### config.mk
export PLATFORM = sky130hd
export DESIGN_NAME = ctrl_pipe_unit
export DESIGN_NICKNAME = d
export VERILOG_FILES = /design/src/rtl/ctrl_pipe_unit.sv
export SDC_FILE = /design/constraint.sdc
export NUM_CORES = 1
export LEC_CHECK = 0
export BUFFER_PORTS_ARGS = -buffer_cell sky130_fd_sc_hd__buf_2
export CAP_MARGIN = 5
export CORE_ASPECT_RATIO = 2
export CORE_MARGIN = 4
export CORE_UTILIZATION = 45
export CTS_CLUSTER_DIAMETER = 100
export DETAILED_ROUTE_END_ITERATION = 7
export PLACE_DENSITY = 0.75
export SYNTH_ARGS = -nofsm -noshare
export SYNTH_HDL_FRONTEND = slang
export SYNTH_SLANG_ARGS = --single-unit
### constraint.sdc
create_clock -name clk -period 2.3 [get_ports clk]
set_input_delay 0.115 -clock clk [delete_from_list [all_inputs] [get_ports clk]]
set_output_delay 0.115 -clock clk [all_outputs]
set_load 0.02 [all_outputs]
### src/rtl/ctrl_pipe_unit.sv
// ---------------------------------------------------------------------------
// ctrl_pipe_unit
//
// Pipelined control unit. Decodes the instruction sitting in ID into a
// control word and carries it through EX, MEM and WB slots. Each slot holds
// a valid bit and a destination register. The unit also detects load-use
// hazards, which stall ID and insert a bubble into EX. A flush from
// branch/jump resolution kills the ID instruction. Instructions that
// reach WB are counted.
//
// Ports:
//   clk, reset                clock and synchronous active-high reset
//   id_valid                  ID slot holds a real instruction
//   id_opcode, id_funct       ID instruction fields
//   id_rs, id_rt, id_rd       ID register addresses
//   flush                     kill the instruction currently in ID
//   stall                     hold PC and IF/ID this cycle (combinational)
//   jump                      ID holds a valid JMP/JAL (combinational)
//   ex/mem/wb_ctrl            stage control words
//   ex/mem/wb_dest            stage destination registers
//   ex/mem/wb_valid           stage holds a real instruction
//   retire_count              number of instructions that reached WB
//
// Control word layout, MSB first:
//   {RegWrite, MemtoReg, MemWrite, MemRead, Branch, ALUSrc, RegDst,
//    opcode, funct}
// ---------------------------------------------------------------------------
module ctrl_pipe_unit #(
    parameter int OPCODE_W  = 4,
    parameter int FUNCT_W   = 6,
    parameter int REG_W     = 2,
    parameter int JAL_REG   = 2,
    parameter int RTYPE_MAX = 7,
    parameter int CNT_W     = 16
) (
    input  logic                              clk,
    input  logic                              reset,
    input  logic                              id_valid,
    input  logic [OPCODE_W-1:0]               id_opcode,
    input  logic [FUNCT_W-1:0]                id_funct,
    input  logic [REG_W-1:0]                  id_rs,
    input  logic [REG_W-1:0]                  id_rt,
    input  logic [REG_W-1:0]                  id_rd,
    input  logic                              flush,
    output logic                              stall,
    output logic                              jump,
    output logic [7+OPCODE_W+FUNCT_W-1:0]     ex_ctrl,
    output logic [7+OPCODE_W+FUNCT_W-1:0]     mem_ctrl,
    output logic [7+OPCODE_W+FUNCT_W-1:0]     wb_ctrl,
    output logic [REG_W-1:0]                  ex_dest,
    output logic [REG_W-1:0]                  mem_dest,
    output logic [REG_W-1:0]                  wb_dest,
    output logic                              ex_valid,
    output logic                              mem_valid,
    output logic                              wb_valid,
    output logic [CNT_W-1:0]                  retire_count
);

    localparam int CW = 7 + OPCODE_W + FUNCT_W;

    // Position of MemRead in the control word.
    localparam int MEMREAD_BIT = CW - 4;

    // Flag order: RegWrite, MemtoReg, MemWrite, MemRead, Branch, ALUSrc, RegDst
    logic [6:0]       decFlags;
    logic [REG_W-1:0] decDest;
    logic             usesRs;
    logic             usesRt;
    logic             hazardRs;
    logic             hazardRt;

    // Decode of the ID instruction. Unknown opcodes produce no flags but
    // still travel down the pipe as valid instructions. uses_rs/uses_rt
    // only feed the hazard check.
    always_comb begin
        decFlags = 7'b0000000;
        usesRs   = 1'b1;
        usesRt   = 1'b0;
        case (id_opcode)
            OPCODE_W'(15): begin
                usesRt = 1'b1;
                if (id_funct <= FUNCT_W'(RTYPE_MAX)) begin
                    decFlags = 7'b1000001;
                end
            end
            OPCODE_W'(0), OPCODE_W'(1): begin
                decFlags = 7'b0000100;
                usesRt   = 1'b1;
            end
            OPCODE_W'(2), OPCODE_W'(3): decFlags = 7'b0000100;
            OPCODE_W'(4), OPCODE_W'(5): decFlags = 7'b1000010;
            OPCODE_W'(6): begin
                decFlags = 7'b1000010;
                usesRs   = 1'b0;
            end
            OPCODE_W'(7): decFlags = 7'b1101010;
            OPCODE_W'(8): begin
                decFlags = 7'b0010010;
                usesRt   = 1'b1;
            end
            OPCODE_W'(9): usesRs = 1'b0;
            OPCODE_W'(10): begin
                decFlags = 7'b1000000;
                usesRs   = 1'b0;
            end
            default: decFlags = 7'b0000000;
        endcase

        if (id_opcode == OPCODE_W'(10)) begin
            decDest = REG_W'(JAL_REG);
        end else if (decFlags[0]) begin
            decDest = id_rd;
        end else begin
            decDest = id_rt;
        end
    end

    // A load in EX delivers its data too late for an ID consumer, so that
    // consumer waits one cycle. A flush overrides the stall: the
    // instruction is dead anyway.
    always_comb begin
        hazardRs = usesRs && (id_rs == ex_dest);
        hazardRt = usesRt && (id_rt == ex_dest);
        stall    = id_valid && ex_valid && ex_ctrl[MEMREAD_BIT]
                   && (hazardRs || hazardRt) && !flush;
        jump     = id_valid && ((id_opcode == OPCODE_W'(9)) ||
                                (id_opcode == OPCODE_W'(10)));
    end

    // Stage advance. MEM and WB always shift. EX takes the decoded ID
    // instruction unless it is flushed, stalled or empty. In those cases
    // EX takes a zero bubble. The retire counter looks at the WB
    // occupancy before this edge.
    always_ff @(posedge clk) begin
        if (reset) begin
            ex_ctrl      <= '0;
            mem_ctrl     <= '0;
            wb_ctrl      <= '0;
            ex_dest      <= '0;
            mem_dest     <= '0;
            wb_dest      <= '0;
            ex_valid     <= 1'b0;
            mem_valid    <= 1'b0;
            wb_valid     <= 1'b0;
            retire_count <= '0;
        end else begin
            mem_ctrl  <= ex_ctrl;
            mem_dest  <= ex_dest;
            mem_valid <= ex_valid;
            wb_ctrl   <= mem_ctrl;
            wb_dest   <= mem_dest;
            wb_valid  <= mem_valid;

            if (flush || stall || !id_valid) begin
                ex_ctrl  <= '0;
                ex_dest  <= '0;
                ex_valid <= 1'b0;
            end else begin
                ex_ctrl  <= {decFlags, id_opcode, id_funct};
                ex_dest  <= decDest;
                ex_valid <= 1'b1;
            end

            if (wb_valid) begin
                retire_count <= retire_count + CNT_W'(1);
            end
        end
    end

endmodule

# Word level (Yosys, flattened, before mapping)
# Cells that the tools add are included.
[classes]
add_sub_neg = 1
mul = 0
div_mod_pow = 0
n_lt_le_gt_ge = 1
n_eq_ne = 13
shift = 0
mux = 7
n_bitwise = 0
n_reduce_logical = 20
[op_table]
columns = ["cell", "count"]
rows = [
  ["7-bit case mux with 6 select lines", 1],
  ["16-bit by 1-bit adder with 16-bit output (second input constant)", 1],
  ["4-bit by 3-bit equality test with 1-bit output (second input constant)", 4],
  ["4-bit equality test (second input constant)", 4],
  ["3-bit OR reduction", 3],
  ["4-bit by 2-bit equality test with 1-bit output (second input constant)", 2],
  ["4-bit OR reduction", 2],
  ["1-bit logical AND", 7],
  ["7-bit two-way mux", 1],
  ["6-bit by 3-bit <= comparator with 1-bit output (second input constant)", 1],
  ["2-bit equality test", 2],
  ["4-bit by 1-bit equality test with 1-bit output (second input constant)", 1],
  ["4-bit zero test", 1],
  ["1-bit logical OR", 4],
  ["2-bit two-way mux", 2],
  ["1-bit two-way mux", 3],
  ["1-bit zero test", 2],
  ["2-bit OR reduction", 1],
]
[totals]
reg_bits = 76
latchBits = 0
ram_bits = 0
rom_bits = 0
input_bits = 20
output_inout_bits = 78
elab_cells = 53
memories = 0

# Logic depth before layout (Yosys ltp)
[depth]
ltp_word = 10
depth_mapped = 6
mapped_depth_nobuf = 5

# Worst setup path after synthesis
# OpenSTA, ideal clock, no wires.
[synth_timing]
kind = "register to register"
start = "register wb_valid"
end = "register retire_count[13]"
arrival_time_ns = 1.721
slack_ns = 0.509
stages_incl_launch_ff = 5
path_buffers = 0
cell_sequence = "dfxtp_1 > nand3_2 > or3_1 > or4_1 > a21oi_1"
[synth_rtl]
columns = ["item", "line_no", "source"]
rows = [
  ["start: declaration", "55", "output logic wb_valid,"],
  ["start signal: assignment", "152", "wb_valid <= mem_valid;"],
  ["end signal: assignment", "165", "retire_count <= retire_count + CNT_W'(1);"],
  ["end: declaration", "56", "output logic [CNT_W-1:0] retire_count"],
]

# Worst setup path in the final report
[layout_timing]
start = "register ex_dest[0]"
end = "output stall"
[layout_between]
elab_chain_cells = 5
word_cells_on_any_way = 7
cone_classes = "eq/ne: 2; reduce/logical: 5"
[layout_lines]
columns = ["item", "line_no", "source"]
rows = [
  ["start: declaration", "50", "output logic [REG_W-1:0] ex_dest,"],
  ["start signal: assignment", "160", "ex_dest <= decDest;"],
  ["2-bit equality test, on equally long branches", "122, 123", ""],
  ["1-bit logical AND, on equally long branches", "122, 123", ""],
  ["1-bit logical OR (*)", "125", "&& (hazardRs || hazardRt) && !flush;"],
  ["1-bit logical AND (*) (2 in a row)", "125", ""],
  ["end: declaration", "45", "output logic stall,"],
]
# Mark *: on every way between the ends. The rest lies on a longest branch, timed or not.

==> flow_summary.json <==
{
  "outcome": "finished, final reports clean",
  "antenna_found_initial": 0,
  "required_ns": 2.18,
  "p_sw_uw": 491.7,
  "grt_pass1_vias": 1872,
  "die_area_um2": 6872,
  "synth_xor_area_frac": 0.05266,
  "syn_inst": 246,
  "cts_tree": "yes",
  "vias": 1976,
  "grt_usage": 0.1701,
  "sequentialPowerShare": 0.535,
  "grt_max_degree": 55,
  "synth_top_family_by_area": "simple AND/OR/NAND/NOR gates",
  "dr_wl_met2_um": 2995,
  "cts.sink_count": 73,
  "core-area_um2": 5420,
  "cp-startpoint": "ex_dest[0]$_SDFF_PP0_",
  "syn_to_final_growth_pct": 31.04,
  "ir_drop_mv": 0.5792,
  "synth.cell_area_um2": 2495,
  "fin_tns_setup_ns": 0,
  "muxShareOfSynthArea": 0.01204,
  "yosysWarnings": 0,
  "h-tree-depth": 3,
  "diodes": 0,
  "num_rows": 38,
  "num_io_pins": 98,
  "hp-class": "input port to flip-flop",
  "nNetsFinal": 368,
  "cts_made_buffers": 9,
  "drt-initial-drc-count": 95,
  "finish.instance_area_um2": 3269,
  "period_share": 0.8640,
  "hp-start": "id_opcode[3]",
  "reg2regPathDepth": 4,
  "cts.path.max_buffers": 2,
  "avgSynthCellArea_um2": 10.14,
  "max-cap-violations": 0,
  "globalRouteOverflowTotal": 0,
  "drv_slew": 0,
  "postRouteAntennaNets": 0,
  "initial_core_util": 0.4603,
  "reg2reg_to": "retire_count[13]$_SDFFE_PP0P_",
  "placed_area_um2": 3002,
  "fp.dieW_um": 60.65,
  "wire_per_inst_um": 13.50,
  "ys.flop_type": "dfxtp_1",
  "critPathCaptureType": "output port",
  "swShare": 0.2041,
  "power_frac_comb": 0.051,
  "layout-drive-gt1-share": 0.3438,
  "synthDistinctLibCells": 40,
  "cp-start-kind": "flip-flop",
  "routed_wl_um": 5561,
  "grt_pass1_wl_um": 8528,
  "setup_viol": 0,
  "worstMarginPinSlew_ns": 0.5728,
  "total_leakage_power_uw": 0.001543,
  "finalClockSkew_ns": 0.009554,
  "slew_headroom": 0.6181,
  "ys_ff_latch": 73,
  "wl_met1_um": 1955,
  "hold_viol_final": 0,
  "synth_fa_ha_area_frac": 0.005015,
  "clkLatencyLatePin_ns": 0.33,
  "rsz0062_at_grt": "false",
  "synth_edf_count": 0,
  "die_h_um": 113.3,
  "post-route-min-period_ns": 1.987,
  "criticalPathCategory": "flip-flop to output port",
  "viasPerCell": 4.796,
  "p_int_uw": 1917,
  "met3WireLength_um": 371,
  "async_flop_share": 0,
  "synth_nets": 267,
  "cts_root_buffer": "clkbuf_8",
  "globalplace.congestion": 0.8681,
  "seq_area_frac_synth": 0.5858,
  "rrSetupSlack_ns": 0.51,
  "top_layer": "met4",
  "synth_compound_area_frac": 0.04514,
  "power_density_nw_per_um2": 736.8,
  "path_clk_slew_ns": 0.07,
  "route.detailed.drc": 0,
  "first_pass_iters": 4,
  "fillerInstances": 518,
  "place_ws_ns": 0.5503,
  "cts_resized": 0,
  "crit_path_max_fanout": 8,
  "synth_simple_gate_area_frac": 0.2688,
  "io_buffers": 97,
  "timing.hold.ws_ns": 0.06569,
  "place_hpwl_um": 4207,
  "fmax_mhz": 503.2,
  "cp.arrival_ns": 1.87,
  "reg2reg_from": "wb_valid$_SDFF_PP0_",
  "setup_slack_ns": 0.3127,
  "clockPowerShare": 0.415,
  "crit_path_end": "stall"
}
-- layout make-up --
type / instances / area, um^2 / share of cell area
Inverter: 2 / 7.507 / 0.002296
Clock buffer: 14 / 172.7 / 0.05281
Tap cell: 60 / 75.07 / 0.02296
Timing Repair Buffer: 105 / 560.5 / 0.1715
Sequential cell: 73 / 1461 / 0.4470
Clock inverter: 2 / 35.03 / 0.01072
Multi-Input combinational cell: 156 / 957.2 / 0.2928
-- worst min-delay path by stage --
| stage | to | slack (ns) | cells past startpoint |
|---|---|---|---|
| 2_1_floorplan | ex_ctrl[12]$_SDFF_PP0_ | 0.19 | 1 |
| 3_5_place_dp | ex_ctrl[0]$_SDFF_PP0_ | 0.34 | 3 |
| 6_report | ex_ctrl[12]$_SDFF_PP0_ | 0.07 | 2 |
| 3_3_place_gp | ex_ctrl[1]$_SDFF_PP0_ | 0.33 | 3 |
| 5_1_grt | ex_ctrl[12]$_SDFF_PP0_ | 0.05 | 2 |
| 4_1_cts | ex_ctrl[12]$_SDFF_PP0_ | 0.04 | 2 |
-- what timing repair did --
item                                   in CTS  in global routing
buffers inserted                            0                  0
hold buffers                                6                  0
endpoints found under the hold margin       6                  0
-- power groups by stage --
| stage | clock network, uW | logic [uW] | registers (uW) |
|---|---|---|---|
| 3_3_place_gp | 0 | 112 | 1320 |
| 6_report | 999 | 122 | 1290 |
| 3_5_place_dp | 0 | 115 | 1320 |
| 5_1_grt | 1090 | 133 | 1290 |
| 2_1_floorplan | 0 | 47.0 | 1340 |
| 4_1_cts | 1030 | 123 | 1290 |
-- cells by family after synthesis --
group / after synthesis
AOI/OAI and AO/OA: 16
xor gates and xnor gates: 15
adders and majority gates: 1
buffers and inverters: 17
DFF: 73
muxes: 3
and+or+nand+nor: 121
-- worst max-delay path: stages, from the launching register on --
cell	delay, ns
dfxtp_1	0.41
xnor2_1	0.14
o2111ai_1	0.12
o2bb2ai_1	0.50
nor2b_1	0.20
buf_2	0.17
-- synthesized netlist by cell type (all sizes together), types with 2 or more instances --
| cell | n | area [um^2] |
|---|---|---|
| dfxtp | 73 | 1461 |
| nand4 | 4 | 25.02 |
| a21oi | 5 | 25.02 |
| nand2b | 4 | 25.02 |
| xor2 | 7 | 61.31 |
| nor3 | 3 | 15.01 |
| and3 | 3 | 18.77 |
| and2 | 2 | 12.51 |
| nor2b | 39 | 244.0 |
| or4 | 3 | 22.52 |
| nand3 | 6 | 35.03 |
| inv | 2 | 7.510 |
| buf | 5 | 31.27 |
| xnor2 | 8 | 70.07 |
| o31ai | 2 | 15.01 |
| a211oi | 2 | 15.01 |
| nor4 | 4 | 25.02 |
| nand2 | 18 | 67.56 |
| clkbuf | 10 | 37.54 |
| and4bb | 2 | 25.02 |
| mux2i | 3 | 30.03 |
| nor2 | 26 | 97.59 |
| or3 | 2 | 13.77 |
-- cells in the final DEF, fill, tap and decap left out, drive strengths merged, types with 3 or more instances in the layout --
cell type	count
a21oi	5
and3	3
buf	99
clkbuf	14
dfxtp	73
dlygate4sd3	6
mux2i	3
nand2	18
nand2b	4
nand3	6
nand4	4
nor2	26
nor2b	39
nor3	3
nor4	4
or4	3
xnor2	8
xor2	7
-- layer usage --
layer  vias up  track usage
met5         -            0
met4         0       0.1114
met2        73       0.2938
li1       1016            -
met3        15      0.05251
met1       872       0.1633
-- sequential cells by signal, summed over array words and instances, names as in the netlist --
signal        count
wb_ctrl          16
mem_valid         1
mem_ctrl         16
wb_dest           2
retire_count     16
wb_valid          1
mem_dest          2
ex_valid          1
ex_ctrl          16
ex_dest           2
-- metrics by stage --
stage,utilization,std cells,power [uW]
after floorplan,-,246,1382
after global placement,0.5538,390,1428
after detailed placement,0.5538,390,1431
after CTS,0.6032,412,2443
after global routing,0.6032,412,2510
final,0.6032,412,2409
Note: power is estimated with default switching activity, not from simulation.
